### src/rtl/bcd_to_bin.sv
// rtl/bcd_to_bin.sv - sequential packed-BCD to binary converter, one digit per clock
module bcd_to_bin #(
  parameter int DIGITS = 8
) (
  input  logic                  clk,
  input  logic                  reset,
  input  logic                  start,
  input  logic [4*DIGITS-1:0]   bcd,
  output logic [31:0]           binary,
  output logic                  busy,
  output logic                  done,
  output logic                  error
);

  typedef enum logic {IDLE, CONV} state_t;

  // Digit counter is 4 bits so DIGITS up to 9 fits without a zero-width vector at DIGITS=1.
  localparam logic [3:0] LAST = 4'(DIGITS - 1);

  state_t              state;
  logic [4*DIGITS-1:0] sr;
  logic [31:0]         acc;
  logic [3:0]          cnt;
  logic                bad;

  logic                any_bad;
  logic [31:0]         acc_next;

  // Flag any non-decimal nibble in the operand being offered for capture.
  always_comb begin
    any_bad = 1'b0;
    for (int i = 0; i < DIGITS; i++) begin
      if (bcd[4*i +: 4] > 4'd9) any_bad = 1'b1;
    end
  end

  // acc*10 + next digit, using shifts; the top nibble of sr is the current digit.
  always_comb begin
    acc_next = (acc << 3) + (acc << 1) + {28'd0, sr[4*DIGITS-1 -: 4]};
  end

  assign busy = (state == CONV);

  // Conversion FSM: capture in IDLE, accumulate one digit per cycle in CONV.
  always_ff @(posedge clk or posedge reset) begin
    if (reset) begin
      state  <= IDLE;
      sr     <= '0;
      acc    <= '0;
      cnt    <= '0;
      bad    <= 1'b0;
      binary <= '0;
      done   <= 1'b0;
      error  <= 1'b0;
    end else begin
      done <= 1'b0;
      case (state)
        IDLE: begin
          if (start) begin
            sr    <= bcd;
            acc   <= '0;
            cnt   <= '0;
            bad   <= any_bad;
            state <= CONV;
          end
        end
        CONV: begin
          acc <= acc_next;
          sr  <= sr << 4;
          cnt <= cnt + 4'd1;
          if (cnt == LAST) begin
            // Invalid digits still flowed through acc; only bad decides the result.
            binary <= bad ? 32'd0 : acc_next;
            error  <= bad;
            done   <= 1'b1;
            state  <= IDLE;
          end
        end
        default: state <= IDLE;
      endcase
    end
  end

endmodule
### config.mk
export PLATFORM = sky130hd
export DESIGN_NAME = bcd_to_bin
export DESIGN_NICKNAME = d
export VERILOG_FILES = /design/src/rtl/bcd_to_bin.sv
export SDC_FILE = /design/constraint.sdc
export NUM_CORES = 1
export LEC_CHECK = 0
export ABC_AREA = 1
export CAP_MARGIN = 20
export CORE_ASPECT_RATIO = 0.5
export CORE_MARGIN = 1
export CORE_UTILIZATION = 50
export CTS_BUF_LIST = sky130_fd_sc_hd__clkbuf_8
export DETAILED_ROUTE_END_ITERATION = 12
export PLACE_DENSITY_LB_ADDON = 0.15
export SLEW_MARGIN = 20
export SYNTH_ARGS = -nofsm -noshare
export SYNTH_HDL_FRONTEND = slang
export SYNTH_SLANG_ARGS = --single-unit
export TNS_END_PERCENT = 10
### constraint.sdc
create_clock -name clk -period 4.2 [get_ports clk]
set_clock_uncertainty 0.05 [all_clocks]
set_input_delay 0.84 -clock clk [delete_from_list [all_inputs] [get_ports clk]]
set_output_delay 0.84 -clock clk [all_outputs]
set_load 0.02 [all_outputs]
==> metrics.txt, run 1 <==
H-tree levels=3; Die Area=0.01377 mm2; fmax=335.1 MHz; WP buf/inv=1; final setup fails=0; Top-Level Pins=70; Multi-input gate area=0.003561 mm2; Post-route DRC=0; element type at the critical path end=output port; crit-path cells=clkdlybuf4s50_1; sequential cell area=roughly 0.0026 mm2; final core area utilization=60.18%; drt via density=5.200; P&R area growth vs syn=16.09%; Critical R2R Launch=busy; min cycle time layout=2.984 ns; hold slack=0.4393 ns; ANT cells=0; status=complete, no violations; Hold Violations, Final=0; Critical Path Start=busy; first-pass GRT wire length=28.35 mm; setup repair bufs after CTS=0; pins over their slew limit=0; die span in x=165.0 um; clk sinks=103; Syn Inst Count=916; WP data required=3.31 ns; post-synthesis sequential area ratio=around two fifths; First-pass DRT Iterations=5; clk slew on worst S/H paths=0.11 ns; Core Footprint=0.01281 mm2; total number of vias=about 6000; commonest non-fill, non-tap cell in the layout=nand2_1; hold path start=binary[18]; Worst-Margin Slew=between 0.9 and 1 ns; r2r setup slk=between 1 and 1.5 ns; drt initial violations=383; routability congestion estimate=0.9586; GR Util All Layers=26.27%; maxcap violations=0; crit-path leading delay family=flip-flops; Max clock buf depth=2; Final Cycle Share=71.05%; vias in the first global route=about 6000; largest net degree at the start of global routing=74; Yosys reg bits=103; synth unique cells=33; Root Buffer=clkbuf_8; cell row count=29; DP HPWL=12.61 mm; CTS tree=done; crit path kind=reg -> out; initial antenna violation count=0; DIE HEIGHT=83.49 um; syn nets=a little over 1000; share of layout cells above drive strength 1=5.081%; Fin Setup TNS=0 ns; CP max stage cell=dfrtp_1; Critical Path Max Stage Delay=0.95 ns; Skew-Pair Late Insertion Delay=approximately 0.4 ns; crit path max fanout=22; yosys warns=0; Wirelength per Cell=14.49 um; crit path DAT=2.09 ns; startpoint types=register; total gr overflow=0; CTS hold repair buffers=0; HP Class=reg -> reg; Num CTS Buffers=9; detailed-route wire length=16.72 mm; most frequent cells in the layout=373 x nand2_1, 104 x inv_1, 103 x dfrtp_1, 90 x nand3_1, 69 x clkdlybuf4s50_1; post-cts sizing count=0; DRT antenna net count=0; PortBufs=69; Initial Util=between 50% and 60%; RSZ-0062 raised after global routing=false; fill cell count=between 1000 and 1500; Syn Area/Cell=approximately 7.2 um2; final net count=between 1000 and 1500; Synth Cell Area=0.006640 mm2; worst rel slew slack=a little under 40%
metrics by stage:
| stage | cell area, um2 | instances | worst slack, ns |
|---|---|---|---|
| final | 7709 | 1154 | 1.216 |
| after global routing | 7709 | 1154 | 1.122 |
| after CTS | 7709 | 1154 | 1.220 |
| after detailed placement | 7503 | 1138 | 1.393 |
| after global placement | 7503 | 1138 | 1.477 |
| after floorplan | 6640 | 916 | 0.6062 |
registers in the layout, indices dropped and copies added (netlist names):
name and flops:
binary 32, sr 32, done 1, error 1
bad 1, busy 1, cnt 4, acc 31
final cells by class:
cell class,count,area share (%)
Clock inverter,6,0.8765
Sequential cell,103,33.44
Multi-Input combinational cell,682,46.19
Inverter,109,5.340
Clock buffer,10,1.785
Timing Repair Buffer,74,9.609
Tap cell,170,2.759
routing by layer:
| layer | GRT usage (%) | routed length [um] |
|---|---|---|
| met1 | 37.49 | 8134 |
| met4 | 6.505 | 223 |
| met5 | 0 | 0 |
| met3 | 4.272 | 778 |
| met2 | 41.56 | 7586 |
worst paths after layout:
check,endpoint,cells past startpoint
worst max-delay path,busy,1
worst min-delay path,binary[18],2
worst max register to register,binary[11],6
worst min register to register,binary[18],2
max in group asynchronous,cnt[1],3
min in group asynchronous,binary[10],2
Yosys cell counts:
library cell | n | area (um2)
a21oi_1 | 23 | 115.1
xor2_1 | 5 | 43.79
o21bai_1 | 4 | 30.03
o211ai_1 | 2 | 15.01
or2_1 | 2 | 12.51
nand4_1 | 6 | 37.54
buf_2 | 9 | 45.04
nand3_2 | 5 | 50.05
o21ai_1 | 10 | 50.05
nand2_1 | 373 | 1400
inv_2 | 3 | 11.26
a21o_1 | 1 | 7.510
ha_1 | 59 | 738.2
inv_1 | 105 | 394.1
o21ai_0 | 23 | 115.1
clkinv_1 | 1 | 3.750
a22o_1 | 5 | 43.79
nor2_2 | 5 | 31.28
nand3_1 | 90 | 450.4
nand2_2 | 9 | 56.30
nor2_4 | 3 | 33.78
a21oi_2 | 1 | 8.760
nor3_2 | 2 | 20.02
buf_4 | 1 | 7.510
clkbuf_1 | 11 | 41.29
fa_1 | 2 | 40.04
nand3b_1 | 3 | 22.52
nor2_1 | 38 | 142.6
buf_1 | 1 | 3.750
o22ai_1 | 2 | 12.51
dfrtp_1 | 103 | 2577
a41oi_1 | 1 | 8.760
xnor2_1 | 8 | 70.07
cells by family after synthesis:
kind of cell | count (synthesis) | share of synthesized area [%]
simple gates | 536 | 33.99
buf+inv | 131 | 7.631
flops | 103 | 38.82
compound gates | 72 | 6.124
fa+ha+maj | 61 | 11.72
xor+xnor | 13 | 1.715
Power of run 1 is left out: the tool's default activity adds up to more than one toggle a clock period on the data nets, which glitch-free logic cannot reach.
==> inputs of run 2 (changes only) <==
- clock period: 4.2 -> 3 ns (I/O delays scaled with it)
==> run 2 against run 1 <==
- first-iteration DRC count fell by 7.8%
- worst hold slack worse by 0.0048 ns
- via count up 0.40%
- critical endpoint is now acc[30]
- highest routed layer unchanged
==> metrics.txt, run 2 (synthesis results as in run 1) <==
GR Util All Layers=25.64% (-0.64 points); routability congestion estimate=0.9609 (+0.24%); Core Footprint=0.01281 mm2 (unchanged); startpoint types=register; drt initial violations=353 (-7.8%); final setup fails=0 (unchanged); Num CTS Buffers=9 (unchanged); Fin Setup TNS=0 ns (unchanged); element type at the critical path end=register; Placed Cells incl. Taps=1144 (+0.53%); Critical R2R Launch=acc[0]; setup repair bufs after CTS=0 (unchanged); hold path start=binary[29]; DP HPWL=12.64 mm (+0.27%); DRT antenna net count=0 (unchanged); Skew-Pair Late Insertion Delay=0.40 ns (about the same); worst rel slew slack=61.29% (+22 points); Critical Path Max Stage Delay=0.48 ns (-0.47 ns); Root Buffer=clkbuf_8; post-cts sizing count=0 (unchanged); RSZ-0062 raised after global routing=false; status=complete, no violations; DIE HEIGHT=83.49 um (unchanged); pins over their slew limit=0 (unchanged); crit path max fanout=4 (-82%); Hold EP=binary[29]; Initial Util=51.84% (unchanged); fill cell count=1230 (+2.4%); setup slack at placement=0.3977 ns (-0.9954 ns); H-tree levels=3 (unchanged); final worst slack=0.3551 ns (-0.8610 ns); top flop regs=binary: 32 flops, sr: 32 flops, acc: 31 flops; worst hold stages=2 (unchanged); PortBufs=69 (unchanged); Final Cycle Share=88.17%; final net count=1081 (+0.56%); Top-Level Pins=70 (unchanged); ANT cells=0 (unchanged); Worst path most repeated cell=nand3_1; detailed-route wire length=16.58 mm (-0.87%); min cycle time layout=between 2 and 3 ns; P&R area growth vs syn=16.94%; Post-route DRC=0 (unchanged); die span in x=165.0 um (unchanged); Hold Violations, Final=0 (unchanged); R2R depth=13 (+7); crit path DAT=2.88 ns (+0.79 ns); drt via density=5.194 (-0.12%); clk slew on worst S/H paths=0.12 ns (about the same); Wirelength per Cell=14.29 um (-1.4%); CTS hold repair buffers=0 (unchanged); First-pass DRT Iterations=5 (unchanged); largest net degree at the start of global routing=50 (-32%); Max clock buf depth=2 (unchanged); Finished Layout Cells=1160 (+0.52%); maxcap violations=0 (unchanged); Die Area=0.01377 mm2 (unchanged); CP max stage cell=fa_1; clk sinks=103 (unchanged); crit path kind=reg -> reg; cell row count=29 (unchanged); crit-path cells=inv_1 > fa_1 > fa_1 > inv_1 > nand3_1 > nand3_1 > nand3_1 > nand3_1 > nand2_1 > nand2_1 > nand2_1 > nand3_1 > nand2_1; most frequent cells in the layout=373 x nand2_1, 104 x inv_1, 103 x dfrtp_1, 90 x nand3_1, 69 x clkdlybuf4s50_1; vias in the first global route=5641 (-3.7%); hold slack=0.4344 ns (-0.004822 ns); CTS tree=done; WP data required=3.24 ns (-0.07 ns); HP Class=reg -> reg; total gr overflow=0 (unchanged); fmax=378.1 MHz; r2r setup slk=0.36 ns (-0.99 ns); Worst-Margin Slew=0.5794 ns (-0.3313 ns); total number of vias=6025 (+0.40%); first-pass GRT wire length=27.48 mm (-3.0%); RR Endpoint=acc[30]; share of layout cells above drive strength 1=5.657% (+0.58 points); commonest non-fill, non-tap cell in the layout=nand2_1; initial antenna violation count=0 (unchanged)
-- run 2: per-layer routing --
layer	global-route usage, %	wire length [um]
met1	34.93	7942
met3	5.912	916
met4	7.756	311
met5	0	0
met2	40.53	7405
-- run 2: worst max path at each step --
stage / from / endpoint / slack, ns
after global routing: acc[0] / binary[30] / 0.17
after floorplan: acc[0] / acc[30] / 0.74
after global placement: acc[0] / binary[30] / 0.48
after CTS: acc[0] / acc[30] / 0.36
final: acc[0] / acc[30] / 0.36
after detailed placement: acc[0] / acc[30] / 0.40
-- run 2: cell type report --
type	count	area, um2	share of cell area, %
Clock buffer	10	137.6	1.772
Inverter	109	412.9	5.317
Sequential cell	103	2577	33.19
Timing Repair Buffer	80	798.3	10.28
Multi-Input combinational cell	682	3561	45.86
Tap cell	170	212.7	2.739
Clock inverter	6	65.06	0.8379
-- run 2: metrics by stage --
stage / util [%] / cell area, um2
5_1_grt: 60.62 / 7765
3_5_place_dp: 59.04 / 7562
4_1_cts: 60.62 / 7765
3_3_place_gp: 59.04 / 7562
2_1_floorplan: - / 6644
6_report: 60.62 / 7765
-- run 2: worst max-delay path, delay by kind of cell, from the launching register on --
family | cells | cell delay (ns)
adder cells (fa/ha/maj) | 2 | 0.95
AND/OR/NAND/NOR | 9 | 0.92
flip-flops | 1 | 0.40
buffers and inverters | 2 | 0.21
Power of run 2 is left out for the same reason.
